$ cat src/rtl/result_link_arbiter_pkg.sv
// Shared constants for the result link arbiter.
// The optional RESULT_LINK_TAG_EN build adds a per-packet source tag byte.
package result_link_arbiter_pkg;

  localparam int unsigned GRANT_W = 4;
  localparam int unsigned BYTE_W  = 8;
  localparam int unsigned COUNT_W = 16;

  localparam logic [3:0] RESULT_TAG_PREFIX = 4'hF;

  typedef enum logic [1:0] {
    ARB_IDLE    = 2'd0,
    ARB_TAG     = 2'd1,
    ARB_FORWARD = 2'd2
  } arb_state_e;

endpackage

$ cat src/rtl/result_link_arbiter_rr_pick.sv
// Combinational round-robin picker: first requester after last_grant, wrapping.
// Used by result_link_arbiter (RESULT_LINK_TAG_EN has no effect here).
module rr_pick
  import result_link_arbiter_pkg::*;
#(
  parameter int unsigned NUM_SOURCES = 4
) (
  input  logic [NUM_SOURCES-1:0] req,
  input  logic [GRANT_W-1:0]     last_grant,
  output logic [GRANT_W-1:0]     grant_c,
  output logic                   any_req_c
);

  logic [GRANT_W-1:0] cand;

  // Scan offsets 1..NUM_SOURCES so last_grant itself is considered last.
  always_comb begin
    grant_c   = '0;
    any_req_c = 1'b0;
    cand      = '0;
    for (int unsigned k = 1; k <= NUM_SOURCES; k++) begin
      cand = GRANT_W'((32'(last_grant) + k) % NUM_SOURCES);
      for (int unsigned i = 0; i < NUM_SOURCES; i++) begin
        if (!any_req_c && (cand == GRANT_W'(i)) && req[i]) begin
          grant_c   = cand;
          any_req_c = 1'b1;
        end
      end
    end
  end

endmodule

$ cat src/rtl/result_link_arbiter.sv
// Round-robin, packet-granular arbiter sharing one byte-wide result link.
// Define RESULT_LINK_TAG_EN to prefix each packet with a {4'hF, source} tag byte.
module result_link_arbiter
  import result_link_arbiter_pkg::*;
#(
  parameter int unsigned NUM_SOURCES  = 4,
  parameter int unsigned PACKET_BYTES = 8
) (
  input  logic                          clk,
  input  logic                          reset,
  input  logic [BYTE_W*NUM_SOURCES-1:0] in_data,
  input  logic [NUM_SOURCES-1:0]        in_valid,
  output logic [NUM_SOURCES-1:0]        in_ready,
  output logic [BYTE_W-1:0]             output_data,
  output logic                          output_valid,
  input  logic                          output_ready,
  output logic [GRANT_W-1:0]            grant_id,
  output logic                          busy,
  output logic [COUNT_W-1:0]            packet_count
);

  localparam int unsigned        CNT_W     = $clog2(PACKET_BYTES + 1);
  localparam logic [CNT_W-1:0]   LAST_BYTE = CNT_W'(PACKET_BYTES - 1);
  localparam logic [GRANT_W-1:0] LAST_SRC  = GRANT_W'(NUM_SOURCES - 1);

  arb_state_e           state, state_d;
  logic [GRANT_W-1:0]   last_grant, last_grant_d, grant_d;
  logic [GRANT_W-1:0]   pick_c;
  logic                 any_req_c;
  logic [CNT_W-1:0]     byte_cnt, byte_cnt_d;
  logic [COUNT_W-1:0]   packet_count_d;
  logic [BYTE_W-1:0]    sel_data;
  logic                 sel_valid;

  rr_pick #(
    .NUM_SOURCES(NUM_SOURCES)
  ) u_pick (
    .req       (in_valid),
    .last_grant(last_grant),
    .grant_c   (pick_c),
    .any_req_c (any_req_c)
  );

  // Mux of the granted source's byte and valid.
  always_comb begin
    sel_data  = '0;
    sel_valid = 1'b0;
    for (int unsigned i = 0; i < NUM_SOURCES; i++) begin
      if (grant_id == GRANT_W'(i)) begin
        sel_data  = in_data[BYTE_W*i +: BYTE_W];
        sel_valid = in_valid[i];
      end
    end
  end

  always_ff @(posedge clk) begin
    if (reset) begin
      state        <= ARB_IDLE;
      grant_id     <= '0;
      last_grant   <= LAST_SRC;
      byte_cnt     <= '0;
      packet_count <= '0;
    end else begin
      state        <= state_d;
      grant_id     <= grant_d;
      last_grant   <= last_grant_d;
      byte_cnt     <= byte_cnt_d;
      packet_count <= packet_count_d;
    end
  end

  // Next state plus the combinational link pass-through.
  always_comb begin
    state_d        = state;
    grant_d        = grant_id;
    last_grant_d   = last_grant;
    byte_cnt_d     = byte_cnt;
    packet_count_d = packet_count;
    output_data    = '0;
    output_valid   = 1'b0;
    in_ready       = '0;
    case (state)
      ARB_IDLE: begin
        if (any_req_c) begin
          grant_d      = pick_c;
          last_grant_d = pick_c;
          byte_cnt_d   = '0;
`ifdef RESULT_LINK_TAG_EN
          state_d      = ARB_TAG;
`else
          state_d      = ARB_FORWARD;
`endif
        end
      end
`ifdef RESULT_LINK_TAG_EN
      ARB_TAG: begin
        output_valid = 1'b1;
        output_data  = {RESULT_TAG_PREFIX, grant_id};
        if (output_ready) begin
          state_d = ARB_FORWARD;
        end
      end
`endif
      ARB_FORWARD: begin
        output_data  = sel_data;
        output_valid = sel_valid;
        for (int unsigned i = 0; i < NUM_SOURCES; i++) begin
          in_ready[i] = (grant_id == GRANT_W'(i)) && output_ready;
        end
        if (sel_valid && output_ready) begin
          byte_cnt_d = byte_cnt + CNT_W'(1);
          if (byte_cnt == LAST_BYTE) begin
            state_d        = ARB_IDLE;
            grant_d        = '0;
            packet_count_d = packet_count + COUNT_W'(1);
          end
        end
      end
      default: state_d = ARB_IDLE;
    endcase
  end

  assign busy = (state != ARB_IDLE);

endmodule
$ cat config.mk
export PLATFORM = sky130hd
export DESIGN_NAME = result_link_arbiter
export DESIGN_NICKNAME = d
export VERILOG_FILES = /design/src/rtl/result_link_arbiter_pkg.sv /design/src/rtl/result_link_arbiter_rr_pick.sv /design/src/rtl/result_link_arbiter.sv
export SDC_FILE = /design/constraint.sdc
export NUM_CORES = 1
export LEC_CHECK = 0
export ABC_AREA = 1
export CAP_MARGIN = 20
export CORE_ASPECT_RATIO = 0.8
export CORE_UTILIZATION = 47
export CTS_BUF_LIST = sky130_fd_sc_hd__clkbuf_16
export DETAILED_ROUTE_END_ITERATION = 8
export GPL_TIMING_DRIVEN = 0
export PLACE_DENSITY = 0.89
export SYNTH_ARGS = -nofsm -noshare
export SYNTH_HDL_FRONTEND = slang
export SYNTH_SLANG_ARGS = --single-unit
$ cat constraint.sdc
create_clock -name clk -period 5.4 [get_ports clk]
set_input_delay 1.35 -clock clk [delete_from_list [all_inputs] [get_ports clk]]
set_output_delay 1.35 -clock clk [all_outputs]
set_load 0.02 [all_outputs]
# After elaboration in Yosys (flattened, before gate mapping)
# Index checks and enable logic that the tools add are counted.
op_classes:
  n_bitwise: 0
  div: 0
  addsub: 6
  n_reduce_logical: 64
  eq_ne: 20
  multipliers: 0
  shift: 0
  n_mux: 54
  magnitude_cmp: 0
ops:
  columns: ["op", "n"]
  rows:
  - ["4-bit 2-to-1 mux", 21]
  - ["8-bit 2-to-1 mux", 5]
  - ["1-bit logical AND", 36]
  - ["1-bit 2-to-1 mux", 21]
  - ["4-bit zero test", 5]
  - ["2-bit == test (second input constant)", 9]
  - ["16-bit by 1-bit adder with 16-bit output (second input constant)", 1]
  - ["4-bit one-hot mux with 2 select lines", 2]
  - ["1-bit zero test", 15]
  - ["3-bit AND reduction", 3]
  - ["2-bit by 1-bit == test with 1-bit output (second input constant)", 4]
  - ["4-bit by 2-bit == test with 1-bit output (second input constant)", 2]
  - ["2-bit 2-to-1 mux", 4]
  - ["2-bit inequality test (second input constant)", 3]
  - ["2-bit by 1-bit adder with 2-bit output (second input constant)", 2]
  - ["2-bit adder (second input constant)", 2]
  - ["4-bit by 1-bit adder with 4-bit output (second input constant)", 1]
  - ["4-bit by 1-bit == test with 1-bit output (second input constant)", 1]
  - ["4-bit by 3-bit == test with 1-bit output (second input constant)", 1]
  - ["2-bit one-hot mux with 2 select lines", 1]
  - ["4-bit AND reduction", 1]
  - ["2-bit nonzero test", 2]
  - ["2-bit zero test", 1]
  - ["2-bit AND reduction", 1]
totals:
  latchBits: 0
  rom_bits: 0
  ff_bits: 28
  mem_count: 0
  mem_bits_rw: 0
  output_inout_bits: 34
  input_bits: 39

# Logic depth before layout (Yosys ltp)
# Gate-level depths: netlist of run 1.
depth:
  depth_word: 66
  ltp_mapped: 16
  depth_no_buf: 16

# By module
# A second synthesis of run 1 with hierarchy kept.
unflattened:
  hier_cells: 348
  area_unflattened_um2: 2120.8
by_module_without_submodules:
  columns: ["mod", "n_inst", "seq_area_each_um2", "area_per_inst_um2", "cells_per_inst"]
  rows:
  - ["result_link_arbiter", 1, 580.6, 1853.0, 296]
  - ["rr_pick", 1, 0.0, 267.8, 52]

# Least setup slack after synthesis of run 1
# OpenSTA, ideal clock, no wires.
synth_timing:
  path_type: "input to output"
  startpoint: "in in_valid[0]"
  endpoint: "out output_valid"
  arrival_time_ns: 2.028
  slack_ns: 2.022
  path_buffers: 0
  cell_stages: 6
  path_cell_list: "inv_1 -> o221ai_1 -> o21ai_1 -> o21ai_1 -> inv_1 -> nor2_1"
synth_via:
  elab_chain_cells: 5
synth_lines:
  columns: ["item", "line", "rtl"]
  rows:
  - ["start: declaration", "result_link_arbiter.sv:12", "input logic [NUM_SOURCES-1:0] in_valid,"]
  - ["1-bit 2-to-1 mux (4 in series)", "result_link_arbiter.sv:49", "if (grant_id == GRANT_W'(i)) begin"]
  - ["1-bit 2-to-1 mux", "result_link_arbiter.sv:82", "case (state)"]
  - ["end: declaration", "result_link_arbiter.sv:15", "output logic output_valid,"]
# Every way passes these cells.

# Worst setup path after layout of run 1
layout_timing:
  startpoint: "in in_valid[1]"
  endpoint: "out output_valid"
layout_via:
  elab_chain_cells: 4
layout_lines:
  columns: ["item", "line"]
  rows:
  - ["1-bit 2-to-1 mux (3 in series)", "result_link_arbiter.sv:49"]
  - ["1-bit 2-to-1 mux", "result_link_arbiter.sv:82"]
# Every way passes these cells.

==> results of run 1 <==
cells in the final DEF, fill, tap and decap left out, drive strengths merged, types with 3 or more instances in the layout:
| master | netlist | layout |
|---|---|---|
| a21oi | 33 | 33 |
| buf | 6 | 6 |
| clkbuf | 3 | 6 |
| clkdlybuf4s50 | 0 | 69 |
| dfxtp | 25 | 25 |
| ha | 6 | 6 |
| inv | 34 | 34 |
| nand2 | 82 | 82 |
| nand3 | 13 | 13 |
| nand4 | 8 | 8 |
| nor2 | 31 | 31 |
| nor3 | 3 | 3 |
| o21ai | 22 | 22 |
| o221ai | 4 | 4 |
| xnor2 | 4 | 4 |
| xor2 | 4 | 4 |
stage by stage:
step / hold WS (ns) / cells / cell area (sq um) / setup slack, ns
2_1_floorplan: 0.453 / 290 / 1840 / 2.02
3_3_place_gp: 0.471 / 411 / 2600 / 1.01
3_5_place_dp: 0.490 / 411 / 2600 / 0.980
4_1_cts: 0.501 / 415 / 2680 / 0.982
5_1_grt: 0.519 / 415 / 2680 / 0.852
6_report: 0.497 / 415 / 2680 / 0.977
critical path, delay by kind of cell:
family | cells | cell delay [ns]
AO/OA/AOI/OAI | 3 | 0.35
AND/OR/NAND/NOR | 1 | 0.09
buffers and inverters | 4 | 1.29
area by class of cell:
class,count,area share [%]
buffer,9,1.96
clock buffer,3,2.81
clock inverter,1,0.187
inverter,34,4.77
multi-input combinational,222,43.3
sequential,25,18.7
tap,52,2.43
timing repair buffer,69,25.8
synth_stat cells:
library cell               number  area share (%)
sky130_fd_sc_hd__a21boi_0       1            0.41
sky130_fd_sc_hd__a21oi_1       31             8.4
sky130_fd_sc_hd__a21oi_2        2            0.95
sky130_fd_sc_hd__buf_2          3            0.82
sky130_fd_sc_hd__buf_4          2            0.82
sky130_fd_sc_hd__buf_6          1            0.61
sky130_fd_sc_hd__clkbuf_1       3            0.61
sky130_fd_sc_hd__conb_1         1            0.20
sky130_fd_sc_hd__dfxtp_1       25              27
sky130_fd_sc_hd__ha_1           6             4.1
sky130_fd_sc_hd__inv_1         31             6.3
sky130_fd_sc_hd__inv_2          3            0.61
sky130_fd_sc_hd__nand2_1       76              16
sky130_fd_sc_hd__nand2_2        6             2.0
sky130_fd_sc_hd__nand3_1       12             3.3
sky130_fd_sc_hd__nand3_2        1            0.54
sky130_fd_sc_hd__nand4_1        7             2.4
sky130_fd_sc_hd__nand4_2        1            0.68
sky130_fd_sc_hd__nor2_1        27             5.5
sky130_fd_sc_hd__nor2_2         2            0.68
sky130_fd_sc_hd__nor2_4         2             1.2
sky130_fd_sc_hd__nor3_1         3            0.82
sky130_fd_sc_hd__nor3b_2        1            0.68
sky130_fd_sc_hd__nor4_1         1            0.34
sky130_fd_sc_hd__nor4b_1        1            0.48
sky130_fd_sc_hd__o211ai_1       2            0.82
sky130_fd_sc_hd__o21a_1         2            0.82
sky130_fd_sc_hd__o21ai_0       18             4.9
sky130_fd_sc_hd__o21ai_1        3            0.82
sky130_fd_sc_hd__o21ai_4        1            0.89
sky130_fd_sc_hd__o221ai_1       4             1.9
sky130_fd_sc_hd__o22ai_1        1            0.34
sky130_fd_sc_hd__or2_2          1            0.34
sky130_fd_sc_hd__xnor2_1        4             1.9
sky130_fd_sc_hd__xor2_1         4             1.9
power breakdown:
part	internal, W	switching (W)	total [W]	leakage (nW)
Combinational	0.000225	0.000337	0.000562	0.825
Clock	0.0000997	0.0000633	0.000163	0.0409
Sequential	0.000203	0.0000166	0.000219	0.203
routing by layer:
metal,vias to the layer above,wire length [um]
li1,1099,-
met1,967,2300
met2,87,2320
met3,4,459
met4,0,26
met5,-,0
registers in the layout (all words and copies together) (netlist names):
name          flops
byte_cnt          4
grant_id          2
state             1
packet_count     16
last_grant        2
final timing paths:
check	to	slack, ns	start
max reg2reg	byte_cnt[2]	2.91	last_grant[0]
min reg2reg	byte_cnt[0]	0.50	byte_cnt[0]
max	output_valid	0.98	in_valid[1]
min	byte_cnt[0]	0.50	byte_cnt[0]
cell families (layout without fill, tap and decap cells):
kind of cell	Yosys count	in the layout	synth area share [%]
AOI/OAI and AO/OA	65	65	20.3
xor gates and xnor gates	8	8	3.81
adders and majority gates	6	6	4.09
DFF	25	25	27.2
other	1	2	0.204
buffers and inverters	43	116	9.81
and+or+nand+nor	141	141	34.5
==> results.md, run 1 <==
- Via Count: 2,157
- Mean instance size in the synthesized netlist: 6.36 sq um
- Number of buffer cells added on primary ports: 69
- Sequential Area: 500 sq um
- Post-CTS Resized: 0
- Die H: 57.9 um
- Met2 track demand over resource: 41.4%
- Arrival @ worst endpoint: 3.07 ns
- RSZ-0062 raised after global routing: no
- CP cell instances: clkdlybuf4s50_1, inv_1, o221ai_1, o21ai_1, o21ai_1, inv_1, nor2_1, clkdlybuf4s50_1
- Global-route wire length before repair: 8.29 mm
- Fin. Hold Viols: 0
- Sequential cell area fraction in the yosys report: 27.2%
- CP startpoint kind: input pin
- DR WL/cell: 12.3 um
- Gate count of the mapped netlist: 289
- Least-Margin Pin Slew: 0.540 ns
- Overall power consumption: 0.000944 W
- First-pass detailed-route iteration total: 4
- Remaining routing DRC violations: 0
- Number of clock buffers inserted by TritonCTS: 3
- Die Area: 4160 sq um
- Core Rows: 19
- Clock Tree Buf Depth: 2
- DP Wirelength: 4.03 mm
- Area of the mapped netlist: 1840 sq um
- Shortest clock period the worst path allows after layout: 4.42 ns
- Max Fclk: 0.226 GHz
- Initial antenna violation count: 0
- Number of violations reported at the end of detailed-routing iteration 0: 113
- Number of global-route vias before repair: 1,876
- Cell area power density: 353 nW/um^2
- Number of distinct library cells after synthesis: 35
- Max_cap viols: 0
- Fraction of final layout cells with drive strength greater than 1: 8.26%
- Yosys warning total: 0
- Crit share post-route: 81.9%
- Pin count of the biggest net entering global routing: 15
- Path type of the worst setup path: in2out
- Worst Hold Class: reg2reg
- Outcome: finished clean
- Number of nets in the finished design: 409
- Standard cell core area: 3590 sq um
- Number of max-slew violations in the final report: 0
- Critical Path Sink Type: primary output
- H-Tree Level Count: 1
- Total GRT Usage: 24.8%
- Clock tree skew after final layout: 0.00478 ns
- Total routed wirelength: 5.10 mm
- Sinks on the clock net: 25
- Share of the core filled with cells in the final layout: 74.6%
- Layout overhead on the synthesized area: 45.7%
- Filler cell count: 280
- Hold buffers post-CTS: 0
- Leftover overflow at the end of global routing: 0
- Static leakage: 1.07 nW
- Clock edge transition at the registers on the reported setup and hold paths: 0.06 ns
- Met3 usage: 5.04%
- CP required: 4.05 ns
- Max-slew headroom at the worst pin: 64.0%
- FF+latch count, synth: 25
- Antenna diodes: 0
- Number of post-CTS setup repair buffers: 0
- Met1 global-route usage: 34.2%
- Antenna-violating nets left: 0
- Drt via density: 5.20
- Grt peak-use layer: met2
- Clock tree from TritonCTS: yes
- Worst supply voltage drop on vdd: 0.212 mV
- Cells on worst reg2reg path: 14
- Critical path peak fanout: 4
- Placer Congestion: 0.867
- Slowest cell on the critical path: sky130_fd_sc_hd__clkdlybuf4s50_1
- Slowest cell delay on critical path: 0.62 ns
- Final setup fails: 0
- Clock Latency Late Sink: 0.26 ns
- Multi-input gate area in the final layout: 1160 sq um
- Total Negative Setup Slacks: 0 ns
- Top Ports: 73
- Clock Root Buffer: sky130_fd_sc_hd__clkbuf_16
- Starting density of the core: 51.2%
- Hold Path Cell Cnt: 1
- Die width: 71.9 um
(Power assumes the default switching activity.)
==> inputs of run 2 (changes only) <==
--- a/config.mk
+++ b/config.mk
@@ -8,11 +8,11 @@
 export ABC_AREA = 1
 export CAP_MARGIN = 20
 export CORE_ASPECT_RATIO = 0.8
-export CORE_UTILIZATION = 47
+export CORE_UTILIZATION = 44
 export CTS_BUF_LIST = sky130_fd_sc_hd__clkbuf_16
 export DETAILED_ROUTE_END_ITERATION = 8
 export GPL_TIMING_DRIVEN = 0
-export PLACE_DENSITY = 0.89
+export PLACE_DENSITY = 0.84
 export SYNTH_ARGS = -nofsm -noshare
 export SYNTH_HDL_FRONTEND = slang
 export SYNTH_SLANG_ARGS = --single-unit
==> constraint.sdc (replaced) <==
create_clock -name clk -period 4.2 [get_ports clk]
set_input_delay 1.05 -clock clk [delete_from_list [all_inputs] [get_ports clk]]
set_output_delay 1.05 -clock clk [all_outputs]
set_load 0.02 [all_outputs]
==> results.md, run 2 (synthesis gave the netlist of run 1 again) <==
- Outcome: finished clean
- CP required: 3.15 ns (-0.90 ns)
- Multi-input gate area in the final layout: 1160 sq um (unchanged)
- Worst reg2reg setup slack: 1.78 ns (-1.13 ns)
- Register share of total power: 23.4% (+0.2 points)
- Antenna-violating nets left: 0 (unchanged)
- Die H: 59.8 um (+3.2%)
- Critical path peak fanout: 4 (unchanged)
- Clock tree skew after final layout: 0.00327 ns (-0.00150 ns)
- Number of nets in the finished design: 409 (unchanged)
- Slowest cell on the critical path: sky130_fd_sc_hd__clkdlybuf4s50_1
- DP Wirelength: 4.04 mm (+0.19%)
- Number of clock buffers inserted by TritonCTS: 3 (unchanged)
- Non-Filler Instances: 418 (+0.72%)
- Arrival @ worst endpoint: 2.77 ns (-0.30 ns)
- Top Ports: 73 (unchanged)
- Number of post-CTS setup repair buffers: 0 (unchanged)
- Most used cells in the layout excluding fill and tap cells: sky130_fd_sc_hd__nand2_1 (76), sky130_fd_sc_hd__clkdlybuf4s50_1 (69), sky130_fd_sc_hd__inv_1 (32)
- First-pass detailed-route iteration total: 5 (+1)
- Cell area power density: 450 nW/um^2 (+28%)
- Sequential Area: 500 sq um (unchanged)
- Pin count of the biggest net entering global routing: 14 (-1)
- Combinational Power Share: 59.7% (+0.2 points)
- Remaining routing DRC violations: 0 (unchanged)
- Sinks on the clock net: 25 (unchanged)
- Share of power burned in the clock network: 17.0% (-0.3 points)
- Standard cell core area: 3900 sq um (+8.7%)
- Max Fclk: 0.262 GHz
- Static leakage: 1.07 nW (+0.13%)
- Worst Hold Class: reg2reg
- Fraction of final layout cells with drive strength greater than 1: 7.99% (-0.28 points)
- Crit share post-route: 90.9%
- Path type of the worst setup path: in2out
- Hold buffers post-CTS: 0 (unchanged)
- Max FFs per register: 16 (unchanged)
- Clock edge transition at the registers on the reported setup and hold paths: 0.06 ns (about the same)
- Leading cell type in the layout, fill and taps excluded: sky130_fd_sc_hd__nand2_1
- Filler cell count: 358 (+28%)
- CP startpoint kind: input pin
- Worst flop-to-flop path startpoint: last_grant[0]
- Largest register by flop count: packet_count
- Critical path capture point: output_valid
- Worst supply voltage drop on vdd: 0.331 mV (+56%)
- Post-CTS Resized: 0 (unchanged)
- RSZ-0062 raised after global routing: no
- Number of violations reported at the end of detailed-routing iteration 0: 108 (-4.4%)
- Final setup fails: 0 (unchanged)
- Total GRT Usage: 24.2% (-0.62 points)
- Worst hold slack across all endpoints: 0.498 ns (+0.00148 ns)
- Share of the core filled with cells in the final layout: 68.6% (-5.9 points)
- Clock Root Buffer: sky130_fd_sc_hd__clkbuf_16
- Endpoint of the worst-slack reg-to-reg timing path: byte_cnt[2]
- Fraction of power spent switching nets: 43.8% (-0.27 points)
- Die Area: 4440 sq um (+6.6%)
- Number of global-route vias before repair: 1,963 (+4.6%)
- CP Launch Point: in_valid[1]
- Cell count after placement: 414 (+0.73%)
- Cells on worst reg2reg path: 14 (unchanged)
- Critical Path Sink Type: primary output
- Max_cap viols: 0 (unchanged)
- Starting density of the core: 47.1% (-4.1 points)
- Fin. Hold Viols: 0 (unchanged)
- Max-slew headroom at the worst pin: 63.3% (-0.65 points)
- Number of max-slew violations in the final report: 0 (unchanged)
- Placer Congestion: 0.880 (+1.5%)
- Total Negative Setup Slacks: 0 ns (unchanged)
- Leftover overflow at the end of global routing: 0 (unchanged)
- Switching pwr: 0.000529 W (+27%)
- Slowest cell delay on critical path: 0.60 ns (-0.02 ns)
- Layout overhead on the synthesized area: 45.8% (about the same)
- Design internal power: 0.000677 W (+28%)
- CP cell instances: clkdlybuf4s50_1, inv_1, o221ai_1, o21ai_1, o21ai_1, inv_1, nor2_1, clkdlybuf4s50_1
- Global-route wire length before repair: 8.40 mm (+1.4%)
- Clock tree from TritonCTS: yes
- Via Count: 2,181 (+1.1%)
- Core Rows: 20 (+1)
- Overall power consumption: 0.00121 W (+28%)
- Least-Margin Pin Slew: 0.550 ns (+0.00982 ns)
- Clock Tree Buf Depth: 2 (unchanged)
- Biggest regs: packet_count (16), byte_cnt (4)
- Drt via density: 5.22 (+0.39%)
- Total routed wirelength: 5.27 mm (+3.2%)
- DR WL/cell: 12.6 um (+2.4%)
- Antenna diodes: 0 (unchanged)
- Die width: 74.2 um (+3.3%)
- Clock Latency Late Sink: 0.25 ns (about the same)
- H-Tree Level Count: 1 (unchanged)
- Shortest clock period the worst path allows after layout: 3.82 ns
- Number of buffer cells added on primary ports: 69 (unchanged)
- Initial antenna violation count: 0 (unchanged)
## run 2: cell types whose count changed in the layout (fill, tap and decap cells not counted)
cell / delta
sky130_fd_sc_hd__clkinv_2: -1
sky130_fd_sc_hd__inv_1: +1
## run 2: how the worst min path moves through the flow
stage                      startpoint     endpoint  slack (ns)  depth (start not counted)
after global placement    byte_cnt[0]  byte_cnt[0]        0.48                          1
after global routing      byte_cnt[0]  byte_cnt[0]        0.51                          1
after CTS                 byte_cnt[0]  byte_cnt[0]        0.50                          1
after detailed placement  byte_cnt[0]  byte_cnt[0]        0.49                          1
final                     byte_cnt[0]  byte_cnt[0]        0.50                          1
after floorplan           byte_cnt[0]  byte_cnt[0]        0.45                          1
## run 2: layout make-up
type | count | share of cell area (%)
inverter | 34 | 4.76
timing repair buffer | 69 | 25.8
clock buffer | 3 | 2.80
clock inverter | 1 | 0.140
tap | 55 | 2.57
sequential | 25 | 18.7
multi-input combinational | 222 | 43.3
buffer | 9 | 1.96
## run 2: power groups by stage
stage,Combinational (W),Clock [W],Sequential [W]
floorplan,0.000477,0,0.000296
CTS,0.000717,0.000205,0.000282
detailed placement,0.000714,0,0.000287
global route,0.000808,0.000216,0.000285
global placement,0.000704,0,0.000286
finish,0.000719,0.000205,0.000282
## run 2: through the flow
| step | instance area (sq um) | setup slack, ns |
|---|---|---|
| after floorplan | 1840 | 1.42 |
| after global placement | 2600 | 0.386 |
| after detailed placement | 2600 | 0.389 |
| after CTS | 2680 | 0.387 |
| after global routing | 2680 | 0.249 |
| final | 2680 | 0.384 |
## run 2: per-layer routing
| metal | global-route usage, % | vias up | share of wire, % |
|---|---|---|---|
| li1 | - | 1097 | - |
| met1 | 31.0 | 966 | 45 |
| met2 | 41.7 | 110 | 43 |
| met3 | 6.41 | 8 | 11 |
| met4 | 3.50 | 0 | 0.53 |
| met5 | 0 | - | 0 |
## run 2: critical path, delay by kind of cell
| kind | cells | cell delay, ns |
|---|---|---|
| simple gates | 1 | 0.08 |
| buf+inv | 4 | 1.28 |
| compound gates | 3 | 0.34 |
